[config.mk]
export PLATFORM = sky130hd
export DESIGN_NAME = wb_queue_flat
export DESIGN_NICKNAME = d
export VERILOG_FILES = /design/src/rtl/wb_queue_if.sv /design/src/rtl/wb_queue.sv /design/src/flat_wrapper.sv
export SDC_FILE = /design/constraint.sdc
export NUM_CORES = 1
export LEC_CHECK = 0
export CAP_MARGIN = 20
export CORE_UTILIZATION = 59
export DETAILED_ROUTE_END_ITERATION = 8
export PLACE_DENSITY = 0.86
export SLEW_MARGIN = 30
export SYNTH_ARGS = -nofsm -noshare
export SYNTH_HDL_FRONTEND = slang
export SYNTH_SLANG_ARGS = --single-unit
[constraint.sdc]
create_clock -name clk -period 6.3 [get_ports clk]
set_input_delay 1.26 -clock clk [delete_from_list [all_inputs] [get_ports clk]]
set_output_delay 1.26 -clock clk [all_outputs]
set_load 0.05 [all_outputs]
[src/rtl/wb_queue_if.sv]
// Bus bundle for wb_queue: producer handshake, register-file write port
// and the two shared read ports with their bypassed results.
interface wb_queue_if #(
  parameter int n = 8
);
  logic           req_valid;
  logic           req_ready;
  logic [4:0]     req_addr;
  logic [n-1:0]   req_data;
  logic           stall;
  logic           w;
  logic [4:0]     Waddr;
  logic [n-1:0]   Wdata;
  logic [4:0]     Raddr1;
  logic [4:0]     Raddr2;
  logic [n-1:0]   Rfile1;
  logic [n-1:0]   Rfile2;
  logic [n-1:0]   Rdata1;
  logic [n-1:0]   Rdata2;
  logic [2:0]     count;

  // The queue side
  modport slave (
    input  req_valid, req_addr, req_data, stall,
           Raddr1, Raddr2, Rfile1, Rfile2,
    output req_ready, w, Waddr, Wdata, Rdata1, Rdata2, count
  );

  // The producer / register-file side
  modport master (
    output req_valid, req_addr, req_data, stall,
           Raddr1, Raddr2, Rfile1, Rfile2,
    input  req_ready, w, Waddr, Wdata, Rdata1, Rdata2, count
  );
endinterface

[src/rtl/wb_queue.sv]
// Four-entry pending-write queue in front of a register file. Writes are
// drained in acceptance order, one per cycle unless stalled, and reads are
// bypassed from the youngest pending write to the same register.
module wb_queue #(
  parameter int n = 8
) (
  input  logic       clk,
  input  logic       reset,
  wb_queue_if.slave  bus
);
  localparam int DEPTH = 4;

  logic [4:0]   r_mem_addr [DEPTH];
  logic [n-1:0] r_mem_data [DEPTH];
  logic [1:0]   r_head;
  logic [1:0]   r_tail;
  logic [2:0]   r_count;

  logic         w_ready;
  logic         w_push;
  logic         w_pop;
  logic         w_nonempty;
  logic [n-1:0] w_rdata1;
  logic [n-1:0] w_rdata2;

  assign w_ready    = (r_count < 3'(DEPTH));
  assign w_nonempty = (r_count != 3'd0);
  // Writes to register 0 complete the handshake but are never stored.
  assign w_push     = bus.req_valid && w_ready && (bus.req_addr != 5'd0);
  assign w_pop      = w_nonempty && !bus.stall;

  // Pointers and occupancy; validity of entries is defined by count alone.
  always_ff @(posedge clk or posedge reset) begin
    if (reset) begin
      r_head  <= 2'd0;
      r_tail  <= 2'd0;
      r_count <= 3'd0;
    end else begin
      if (w_push) r_tail <= r_tail + 2'd1;
      if (w_pop)  r_head <= r_head + 2'd1;
      r_count <= r_count + 3'(w_push) - 3'(w_pop);
    end
  end

  // Entry storage is not reset; stale contents are masked by count.
  always_ff @(posedge clk) begin
    if (w_push) begin
      r_mem_addr[r_tail] <= bus.req_addr;
      r_mem_data[r_tail] <= bus.req_data;
    end
  end

  // Bypass: scan oldest to youngest so the youngest matching entry wins.
  always_comb begin
    w_rdata1 = bus.Rfile1;
    w_rdata2 = bus.Rfile2;
    for (int i = 0; i < DEPTH; i++) begin
      if (i < int'(r_count)) begin
        if (r_mem_addr[r_head + 2'(i)] == bus.Raddr1) w_rdata1 = r_mem_data[r_head + 2'(i)];
        if (r_mem_addr[r_head + 2'(i)] == bus.Raddr2) w_rdata2 = r_mem_data[r_head + 2'(i)];
      end
    end
    if (bus.Raddr1 == 5'd0) w_rdata1 = '0;
    if (bus.Raddr2 == 5'd0) w_rdata2 = '0;
  end

  assign bus.req_ready = w_ready;
  assign bus.count     = r_count;
  assign bus.w         = w_pop;
  assign bus.Waddr     = w_nonempty ? r_mem_addr[r_head] : 5'd0;
  assign bus.Wdata     = w_nonempty ? r_mem_data[r_head] : '0;
  assign bus.Rdata1    = w_rdata1;
  assign bus.Rdata2    = w_rdata2;
endmodule

[src/flat_wrapper.sv]
// flat-port wrapper written by rule: the top's interface ports become plain ports
module wb_queue_flat 
#(
  parameter int n = 8
)
  (clk, reset, bus_req_valid, bus_req_addr, bus_req_data, bus_stall, bus_Raddr1, bus_Raddr2, bus_Rfile1, bus_Rfile2, bus_req_ready, bus_w, bus_Waddr, bus_Wdata, bus_Rdata1, bus_Rdata2, bus_count);
  wb_queue_if #(.n(n)) bus_i ();
  input  logic clk;
  input  logic reset;
  input wire logic [$bits(bus_i.req_valid)-1:0] bus_req_valid;
  input wire logic [$bits(bus_i.req_addr)-1:0] bus_req_addr;
  input wire logic [$bits(bus_i.req_data)-1:0] bus_req_data;
  input wire logic [$bits(bus_i.stall)-1:0] bus_stall;
  input wire logic [$bits(bus_i.Raddr1)-1:0] bus_Raddr1;
  input wire logic [$bits(bus_i.Raddr2)-1:0] bus_Raddr2;
  input wire logic [$bits(bus_i.Rfile1)-1:0] bus_Rfile1;
  input wire logic [$bits(bus_i.Rfile2)-1:0] bus_Rfile2;
  output wire logic [$bits(bus_i.req_ready)-1:0] bus_req_ready;
  output wire logic [$bits(bus_i.w)-1:0] bus_w;
  output wire logic [$bits(bus_i.Waddr)-1:0] bus_Waddr;
  output wire logic [$bits(bus_i.Wdata)-1:0] bus_Wdata;
  output wire logic [$bits(bus_i.Rdata1)-1:0] bus_Rdata1;
  output wire logic [$bits(bus_i.Rdata2)-1:0] bus_Rdata2;
  output wire logic [$bits(bus_i.count)-1:0] bus_count;
  assign bus_i.req_valid = bus_req_valid;
  assign bus_i.req_addr = bus_req_addr;
  assign bus_i.req_data = bus_req_data;
  assign bus_i.stall = bus_stall;
  assign bus_i.Raddr1 = bus_Raddr1;
  assign bus_i.Raddr2 = bus_Raddr2;
  assign bus_i.Rfile1 = bus_Rfile1;
  assign bus_i.Rfile2 = bus_Rfile2;
  assign bus_req_ready = bus_i.req_ready;
  assign bus_w = bus_i.w;
  assign bus_Waddr = bus_i.Waddr;
  assign bus_Wdata = bus_i.Wdata;
  assign bus_Rdata1 = bus_i.Rdata1;
  assign bus_Rdata2 = bus_i.Rdata2;
  assign bus_count = bus_i.count;
  wb_queue #(.n(n)) u_core (.clk(clk), .reset(reset), .bus(bus_i));
endmodule
==> impl_results.md <==
* Clock Tree Buf Depth at 2
* Grt total ovfl at 0
* Fill cell count at 545
* Max-Cap Viols at 0
* Total number of vias at 3878
* Syn_area_per_cell at 11.02 sq um
* Hold Path Class: reg -> reg
* Vias per cell at 6.595
* First-pass GRT wire length at 20870 microns
* Slowest cell on crit path: clkdlybuf4s50_1
* Crit path time final at 5.510 ns
* Least-Margin Pin Slew at 0.7803 ns
* Setup CP Type: in -> out
* CTS buffer count at 9
* Register area share after synthesis at 0.3708
* YS warnings at 0
* Count of different cell masters after synthesis at 40
* Fmax at 181.5 MHz
* Largest net degree at the start of global routing at 35
* Max VDD drop at 0.4662 mV
* Antenna violation net count after detailed routing at 0
* Cells after DPL at 572
* Finished Layout Cells at 588
* Placed wire-length estimate at 9686 microns
* GPL Wtd Cong at 0.9091
* Crit path max fanout at 9
* Worst-path cell chain: clkdlybuf4s50_1 -> xnor2_1 -> and2_1 -> a21boi_1 -> o311ai_1 -> a21oi_1 -> clkdlybuf4s50_1
* Initial core utilization at 0.6092
* Crit. End Element: primary output
* Commonest non-fill, non-tap cell in the layout: clkdlybuf4s50_1
* Worst path arrival time at 4.25 ns
* CTS tree: yes
* Die area at 8298 sq um
* Final wirelength at 13250 microns
* CP required at 5.04 ns
* Final hold violations at 0
* Pins Over Slew Limit at 0
* R2R cell count at 8
* Status: finished, final reports clean
* Final setup fails at 0
* Tot Pwr at 3.102 mW
* Post-CTS Hold Fix Bufs at 0
* Fin crit share at 0.8746
* Initial DRC count at 406
* All-Layer GR Usage at 0.3331
* Final core utilization at 0.7336
* Die W at 91.10 microns
* Drt pass-1 iters at 5
* Core Area at 7687 sq um
* Chip height at 91.10 microns
* Mapped Cells at 425
* CP dominant cell by count: clkdlybuf4s50_1
* Area growth, synth to finish at 20.41%
* Min-Delay Path Depth at 2
* Synthesized area at 4683 sq um
* Clock transition at path regs at 0.06 ns
* Post-CTS Setup Inserts at 0
* Post-Route Setup TNS at 0 ns
* Cell Pwr Density at 550.1 nW/um^2
* Antenna Cells at 0
* #FFs+latches synth at 59
* Syn_nets at 477
* Rows at 32
* Initial antenna violation count at 0
* Vias in the first global route at 3757
* PortBufs at 76
* Max_slew headroom at 0.4798
* DR WL/cell at 22.54 microns
* Nets at 533
* Critical Path Source Type: primary input
* Layout cell share with drive strength beyond 1 at 0.1461
* RSZ-0062 raised after global routing: no
* Slowest stage delay, CP at 0.73 ns
* Most frequent cells in the layout: 76 x clkdlybuf4s50_1, 52 x edfxtp_1, 40 x a21oi_1
* Ports at 77
* Worst-skew pair later-pin latency at 0.34 ns
* Area leader, netlist: edfxtp_1
* Clk root buf: clkbuf_8
* Synth top area share at 0.3334
* Top post-synthesis cells by area: edfxtp_1 33%, mux4_2 15%, xnor2_1 4.9%
* Clock sink total at 59
* Clock Skew at 0.005727 ns
* Post_cts resized at 0
* H-tree Lvls at 3
* DRC viols at 0
* Leak at 1.967 nW
path summary, 6_finish.rpt:
kind,start,to,slack (ns)
worst max-delay path,bus_Raddr2[0],bus_Rdata2[5],0.79
worst min-delay path,u_core.r_tail[1]$_DFFE_PP0P_,u_core.r_tail[1]$_DFFE_PP0P_,0.65
worst max register to register,u_core.bus.count[1]$_DFF_PP0_,u_core.bus.count[2]$_DFF_PP0_,3.74
worst min register to register,u_core.r_tail[1]$_DFFE_PP0P_,u_core.r_tail[1]$_DFFE_PP0P_,0.65
max in group asynchronous,reset,u_core.r_head[0]$_DFFE_PP0P_,4.88
min in group asynchronous,reset,u_core.r_head[1]$_DFFE_PP0P_,1.17
kinds of logic (layout without fill, tap and decap cells):
| family | after synthesis | in the layout | synth area share |
|---|---|---|---|
| AND/OR/NAND/NOR | 115 | 115 | 0.1395 |
| AO/OA/AOI/OAI | 99 | 99 | 0.1288 |
| flip-flops | 59 | 59 | 0.3708 |
| multiplexers | 54 | 54 | 0.2041 |
| buffers and inverters | 45 | 106 | 0.04729 |
| XOR/XNOR | 44 | 44 | 0.08389 |
| adder cells (fa/ha/maj) | 9 | 9 | 0.02565 |
Yosys cell counts:
cell type / n
mux2_2: 12
o21ai_0: 25
buf_6: 5
o311ai_1: 16
nor4_4: 2
or2_2: 1
nor2b_1: 11
and3b_1: 1
a21boi_0: 7
a21oi_1: 40
o311a_1: 1
and4_1: 1
nor3b_1: 2
xnor2_1: 26
and2_1: 14
clkbuf_1: 14
and3_1: 12
xnor2_2: 1
buf_2: 12
nand2_1: 15
edfxtp_1: 52
or2_1: 2
nand2b_1: 1
a21boi_1: 9
mux4_2: 32
dfrtp_1: 7
nor3_1: 3
and4b_1: 1
nand3_1: 16
nor3_2: 3
buf_1: 4
inv_1: 10
ha_1: 8
fa_1: 1
a21o_1: 1
or3_1: 2
xor2_1: 17
mux2i_1: 10
nor2_1: 23
nand4_1: 5
sequential cells by signal, indices dropped and copies added (netlist names):
name,count
u_core.r_head,2
u_core.r_mem_data,32
u_core.bus.count,3
u_core.r_mem_addr,20
u_core.r_tail,2
where the power goes:
| part | total, mW | internal (mW) | switching (mW) |
|---|---|---|---|
| clock | 0.367 | 0.219 | 0.147 |
| combinational | 2.11 | 0.805 | 1.30 |
| sequential | 0.627 | 0.504 | 0.123 |
per-layer routing:
metal  vias up  share of wire  GRT usage
met2       287           0.48     0.5417
met3        21           0.10    0.05946
met1      1853           0.41     0.4694
li1       1717              -          -
met4         0          0.013    0.07540
met5         -              0          0
cell type report:
class / instances / area [sq um] / share of cell area
multi-input cells: 321 / 2736 / 0.4852
repair buffers: 80 / 790.8 / 0.1402
well taps: 102 / 127.6 / 0.02263
clock buffers: 10 / 127.6 / 0.02263
inverters: 10 / 37.54 / 0.006656
flip-flops and latches: 59 / 1739 / 0.3084
clock inverters: 6 / 80.08 / 0.01420
critical path: cells and delay by family:
kind	cells	cell delay (ns)
AO/OA/AOI/OAI	3	0.67
XOR/XNOR	1	0.62
buffers and inverters	2	1.28
AND/OR/NAND/NOR	1	0.41
stage by stage:
stage	setup WS, ns	hold WS (ns)	instance area, sq um
finish	0.7901	0.6526	5639
detailed placement	0.8408	0.6483	5425
CTS	0.8214	0.6614	5633
global placement	0.7925	0.6198	5425
global route	0.6503	0.6883	5639
floorplan	1.805	0.5796	4683
(Power assumes the default switching activity.)
==> RTL edit 1 (same flow settings) <==
`n` is set to 8 in 3 places; all go to 4.
--- a/src/rtl/wb_queue_if.sv
+++ b/src/rtl/wb_queue_if.sv
@@ -2,5 +2,5 @@
 // and the two shared read ports with their bypassed results.
 interface wb_queue_if #(
-  parameter int n = 8
+  parameter int n = 4
 );
   logic           req_valid;
--- a/src/rtl/wb_queue.sv
+++ b/src/rtl/wb_queue.sv
@@ -3,5 +3,5 @@
 // bypassed from the youngest pending write to the same register.
 module wb_queue #(
-  parameter int n = 8
+  parameter int n = 4
 ) (
   input  logic       clk,
--- a/src/flat_wrapper.sv
+++ b/src/flat_wrapper.sv
@@ -2,5 +2,5 @@
 module wb_queue_flat 
 #(
-  parameter int n = 8
+  parameter int n = 4
 )
   (clk, reset, bus_req_valid, bus_req_addr, bus_req_data, bus_stall, bus_Raddr1, bus_Raddr2, bus_Rfile1, bus_Rfile2, bus_req_ready, bus_w, bus_Waddr, bus_Wdata, bus_Rdata1, bus_Rdata2, bus_count);
Interface: changed (6 resized); port bits go from 77 to 53. No check against the original RTL was run, so the function may have changed too.
==> RTL edit 1 against the unedited design <==
  * Cell area is 28% lower
  * Area after synthesis is 27% lower
  * Worst setup slack worse by 0.036 ns
  * Sequential share of layout area is 0.11 points higher
  * Synthesized cell count is 33% lower
  * Wire length is 43% lower
  * Total power is 31% lower
  * Sequential cell count is 16 lower
  * Non-clock buffer count is 25 lower
  * Critical path depth is 1 higher
  * Critical path type is now flop to primary output
  * Critical endpoint is now bus_Rdata2[0]
==> RTL edit 1: results (changes against the unedited design) <==
DR iter-0 viols -> 200 (was 406)
Input/output buffers -> 52 (was 76)
Sequential area share after synthesis -> 0.368 (was 0.371)
Maximum buffer depth of the clock tree -> 2 (unchanged)
Htree depth -> 2 (was 3)
Post-CTS Setup Inserts -> 0 (unchanged)
Dpl cells -> 393 (was 572)
Antenna violations before repair -> 0 (unchanged)
Top cells by area, synth -> edfxtp_1 (32%), mux4_2 (11%), xor2_1 (5.9%) (was edfxtp_1 (33%), mux4_2 (15%), xnor2_1 (4.9%))
Worst Path Arrival -> 4.29 ns (was 4.25 ns)
Worst Skew -> 0.00844 ns (was 0.00573 ns)
Largest Register -> u_core.r_mem_addr (was u_core.r_mem_data)
Fin Hold WS -> 0.627 ns (was 0.653 ns)
Worst hold start -> u_core.r_tail[0]$_DFFE_PP0P_ (was u_core.r_tail[1]$_DFFE_PP0P_)
Post_cts resized -> 0 (unchanged)
CP peak stage delay -> 0.91 ns (was 0.73 ns)
N_diodes -> 0 (unchanged)
Non-Filler Instances -> 401 (was 588)
Most instantiated cells after synthesis -> edfxtp_1 (36), xor2_1 (23), xnor2_1 (21) (was edfxtp_1 (52), a21oi_1 (40), mux4_2 (32))
Distinct cells, synth -> 41 (was 40)
WL per Instance -> 18.7 microns (was 22.5 microns)
Peak VDD IR -> 0.357 mV (was 0.466 mV)
Slowest cell on the critical path -> dfrtp_1 (was clkdlybuf4s50_1)
Total Nets Final -> 368 (was 533)
Post-synthesis cell count -> 285 (was 425)
GP Congestion -> 0.951 (was 0.909)
Clk Latency, worst-skew pair -> 0.28 ns (was 0.34 ns)
Synthesized net count -> 325 (was 477)
Via Count -> 2538 (was 3878)
Ys Warns -> 0 (unchanged)
Crit-path max FO -> 19 (was 9)
Largest net degree at the start of global routing -> 20 (was 35)
GR Util All Layers -> 0.262 (was 0.333)
Ratio of cells with drive above 1 in the final layout -> 0.143 (was 0.146)
Vias in the first global route -> 2429 (was 3757)
EDFF count, synth -> 36 (was 52)
Clk slew on worst S/H paths -> 0.08 ns (was 0.06 ns)
Actual slew at the worst max-slew pin -> 0.851 ns (was 0.780 ns)
First-pass GRT wire length -> 12.2 mm (was 20.9 mm)
Pleak -> 1.47 nW (was 1.97 nW)
Worst setup path startpoint -> u_core.r_head[0]$_DFFE_PP0P_ (was bus_Raddr2[0])
Max FFs per register -> 20 (was 32)
FFs w/ async S/R, synth -> 0.163 (was 0.119)
CTS Buf Count -> 5 (was 9)
R2r setup slk -> 3.74 ns (about the same)
Post-DP HPWL -> 5.96 mm (was 9.69 mm)
Status -> completed (unchanged)
Fillers -> 394 (was 545)
Sw Share -> 0.479 (was 0.507)
[RTL edit 1: changes by cell type after synthesis, sizes merged, moves of 8 or more]
| cell | change |
|---|---|
| a21oi | -27 |
| o21ai | -20 |
| edfxtp | -16 |
| nor2 | -14 |
| buf | -13 |
| mux4 | -12 |
| a21boi | -8 |
| nand2 | -8 |
| nand3 | -8 |
| o311ai | -8 |
[RTL edit 1: final timing paths]
kind,cells after the start,to
max,8,bus_Rdata2[0]
min,2,u_core.r_tail[0]$_DFFE_PP0P_
max reg2reg,8,u_core.bus.count[2]$_DFF_PP0_
min reg2reg,2,u_core.r_tail[0]$_DFFE_PP0P_
max in group asynchronous,2,u_core.bus.count[0]$_DFF_PP0_
min in group asynchronous,2,u_core.r_tail[1]$_DFFE_PP0P_
[RTL edit 1: power groups by stage]
| stage | combinational (mW) | sequential [mW] | clock, mW |
|---|---|---|---|
| global placement | 1.40 | 0.454 | 0 |
| global route | 1.53 | 0.469 | 0.263 |
| detailed placement | 1.42 | 0.463 | 0 |
| CTS | 1.43 | 0.457 | 0.253 |
| finish | 1.43 | 0.456 | 0.247 |
| floorplan | 1.13 | 0.437 | 0 |
[RTL edit 1: per-stage QoR]
step           total power, mW  area, sq um  setup WS, ns
2_1_floorplan             1.56         3410          1.47
4_1_cts                   2.14         4060         0.817
5_1_grt                   2.27         4060         0.515
3_3_place_gp              1.86         3920          1.02
6_report                  2.14         4060         0.755
3_5_place_dp              1.88         3930          1.02
[RTL edit 1: cell type report]
class / count / share of cell area
clock buffers: 6 / 0.0179
clock inverters: 2 / 0.0148
inverters: 10 / 0.00925
multi-input cells: 213 / 0.493
flip-flops and latches: 43 / 0.309
well taps: 72 / 0.0222
repair buffers: 55 / 0.134
[RTL edit 1: per-layer routing]
metal,share of wire,up-vias,track usage
li1,-,1160,-
met1,0.44,1235,0.360
met3,0.065,12,0.0395
met4,0.015,0,0.0815
met5,0,-,0
met2,0.48,131,0.433
[RTL edit 1: kinds of logic (layout without fill, tap and decap cells)]
group                    Yosys count  in the layout  synth area share
flip-flops                        43             43             0.368
multiplexers                      44             44             0.209
buffers and inverters             29             73            0.0466
adder cells (fa/ha/maj)            9              9            0.0352
AND/OR/NAND/NOR                   72             72             0.136
XOR/XNOR                          44             44             0.113
AO/OA/AOI/OAI                     44             44            0.0917
[RTL edit 1: worst max-delay path: cells and delay by family (launching register included)]
kind / cells / cell delay [ns]
compound gates: 2 / 0.47
buf+inv: 2 / 1.16
simple gates: 2 / 0.58
xor+xnor: 1 / 0.21
flops: 1 / 0.91
mux: 1 / 0.66
==> RTL edit 2 (config.mk and constraints unchanged) <==
Made on the original files. Reset style: synchronous (`reset`), changed in one clocked block.
--- a/src/rtl/wb_queue.sv
+++ b/src/rtl/wb_queue.sv
@@ -31,5 +31,5 @@
 
   // Pointers and occupancy; validity of entries is defined by count alone.
-  always_ff @(posedge clk or posedge reset) begin
+  always_ff @(posedge clk) begin
     if (reset) begin
       r_head  <= 2'd0;
Check against the original RTL: differs if reset is asserted again (counterexample within 4 cycles, from zero or initial values and one cycle with reset high); with reset held inactive, the same outputs for 4 cycles.
==> RTL edit 2 against the unedited design <==
  * Sequential cell count is 2 higher
  * Wire length is 15% lower
  * Clock power is 10% higher
  * Sequential share of layout area hardly changed
  * Core utilization is 0.29 points higher
  * Total power is 29% lower
  * Worst setup slack worse by 0.20 ns
  * Cell area is 0.40% higher
  * Highest routed layer unchanged
  * Area after synthesis hardly changed
  * Sequential power is 7.5% lower
  * Synthesized cell count is 5.6% lower
  * Largest power group unchanged
  * Largest cell class unchanged
==> RTL edit 2: results (changes against the unedited design) <==
Status -> completed (unchanged)
CTS Buf Count -> 9 (unchanged)
DR iter-0 viols -> 315 (was 406)
FF-to-FF Start -> u_core.bus.count[1]$_SDFF_PP0_ (was u_core.bus.count[1]$_DFF_PP0_)
Clk root buf -> clkbuf_8 (unchanged)
Worst Path Arrival -> 4.45 ns (was 4.25 ns)
WL per Instance -> 19.8 microns (was 22.5 microns)
Worst slew margin -> 0.416 (was 0.480)
Largest net degree at the start of global routing -> 39 (was 35)
EDFF count, synth -> 52 (unchanged)
Worst Skew -> 0.00813 ns (was 0.00573 ns)
DRT Pass-1 Iters -> 6 (was 5)
N_diodes -> 0 (unchanged)
Hold path depth -> 2 (unchanged)
Input/output buffers -> 76 (unchanged)
GR Util All Layers -> 0.280 (was 0.333)
First-pass GRT wire length -> 17.6 mm (was 20.9 mm)
Total Nets Final -> 511 (was 533)
Crit-path max FO -> 38 (was 9)
Synthesized net count -> 453 (was 477)
Max FFs per register -> 32 (unchanged)
Hold Path End -> u_core.r_tail[1]$_SDFFE_PP0P_ (was u_core.r_tail[1]$_DFFE_PP0P_)
Worst hold start -> u_core.r_tail[1]$_SDFFE_PP0P_ (was u_core.r_tail[1]$_DFFE_PP0P_)
Distinct cells, synth -> 47 (was 40)
Hold Crit Class -> flop to flop (unchanged)
Top cells by area, synth -> edfxtp_1 (33%), mux4_2 (19%), mux2i_1 (6.8%) (was edfxtp_1 (33%), mux4_2 (15%), xnor2_1 (4.9%))
Peak VDD IR -> 0.310 mV (was 0.466 mV)
R2r setup slk -> 3.97 ns (was 3.74 ns)
Vias/cell -> 6.25 (was 6.60)
Maximum buffer depth of the clock tree -> 2 (unchanged)
Ratio of cells with drive above 1 in the final layout -> 0.142 (was 0.146)
Psw -> 0.936 mW (was 1.57 mW)
Clk slew on worst S/H paths -> 0.06 ns (about the same)
Post_cts resized -> 0 (unchanged)
FFs w/ async S/R, synth -> 0 (was 0.119)
Reg2Reg Depth -> 10 (was 8)
Largest Register -> u_core.r_mem_data (unchanged)
Vias in the first global route -> 3282 (was 3757)
Htree depth -> 3 (unchanged)
Post-CTS Setup Inserts -> 0 (unchanged)
GP Congestion -> 0.931 (was 0.909)
Worst R2R End -> u_core.bus.count[2]$_SDFF_PP0_ (was u_core.bus.count[2]$_DFF_PP0_)
Place WS -> 0.710 ns (was 0.841 ns)
Clk Latency, worst-skew pair -> 0.33 ns
Pleak -> 1.83 nW (was 1.97 nW)
Antenna violations before repair -> 0 (unchanged)
Post-DP HPWL -> 8.54 mm (was 9.69 mm)
Most instantiated cells after synthesis -> edfxtp_1 (52), mux4_2 (39), mux2i_1 (32) (was edfxtp_1 (52), a21oi_1 (40), mux4_2 (32))
Sequential area share after synthesis -> 0.372 (was 0.371)
RTL edit 2: final cells by class:
cell class,count,area (sq um)
clock buffer,11,131
multi-input combinational,299,2740
sequential,61,1740
fill,539,2030
clock inverter,5,98.8
tap,102,128
timing repair buffer,80,791
inverter,8,30.0
RTL edit 2: critical path: stages (launching register included):
cell and delay, ns:
dfxtp_2 0.61, buf_4 0.49, mux4_2 0.62, xnor2_1 0.16
nand4_1 0.19, nor2_1 0.72, a21boi_0 0.21, a21oi_1 0.26
clkdlybuf4s50_1 0.84
RTL edit 2: power groups by stage:
stage / combinational [mW] / sequential [mW] / clock [mW]
floorplan: 0.918 / 0.557 / 0
global placement: 1.20 / 0.581 / 0
detailed placement: 1.21 / 0.587 / 0
CTS: 1.21 / 0.580 / 0.405
global route: 1.29 / 0.590 / 0.422
finish: 1.22 / 0.580 / 0.404
RTL edit 2: worst max path at each step:
stage | start | end | slack (ns) | cells past startpoint
6_report | u_core.r_head[0]$_SDFFE_PP0P_ | bus_Rdata1[5] | 0.59 | 8
5_1_grt | u_core.r_head[0]$_SDFFE_PP0P_ | bus_Rdata1[5] | 0.35 | 8
4_1_cts | u_core.r_head[0]$_SDFFE_PP0P_ | bus_Rdata1[5] | 0.63 | 8
3_5_place_dp | bus_Raddr2[3] | bus_Rdata2[6] | 0.71 | 8
3_3_place_gp | bus_Raddr1[0] | bus_Rdata1[7] | 0.71 | 7
2_1_floorplan | bus_Raddr1[0] | bus_Rdata1[0] | 1.64 | 7
RTL edit 2: cells by family (layout without fill, tap and decap cells):
family,after synthesis,after routing,share of synthesized area
xor gates and xnor gates,44,44,0.0838
buffers and inverters,41,104,0.0440
DFF,61,61,0.372
adders and majority gates,9,9,0.0256
AOI/OAI and AO/OA,59,59,0.0822
muxes,78,78,0.276
and+or+nand+nor,109,109,0.117
RTL edit 2: metrics by stage:
stage               utilization  area [sq um]  hold WS (ns)  instances  power (mW)
floorplan                     -          4690         0.514        401        1.48
global placement          0.707          5430         0.538        550        1.78
detailed placement        0.707          5430         0.582        550        1.80
CTS                       0.736          5660         0.591        566        2.20
global route              0.736          5660         0.624        566        2.30
finish                    0.736          5660         0.578        566        2.20
RTL edit 2: metal layers:
metal | track usage | vias to the layer above | wire length [microns]
met5 | 0 | - | 0
met4 | 0.0847 | 0 | 168
met3 | 0.0402 | 19 | 935
met2 | 0.424 | 207 | 5130
met1 | 0.421 | 1670 | 4970
li1 | - | 1639 | -
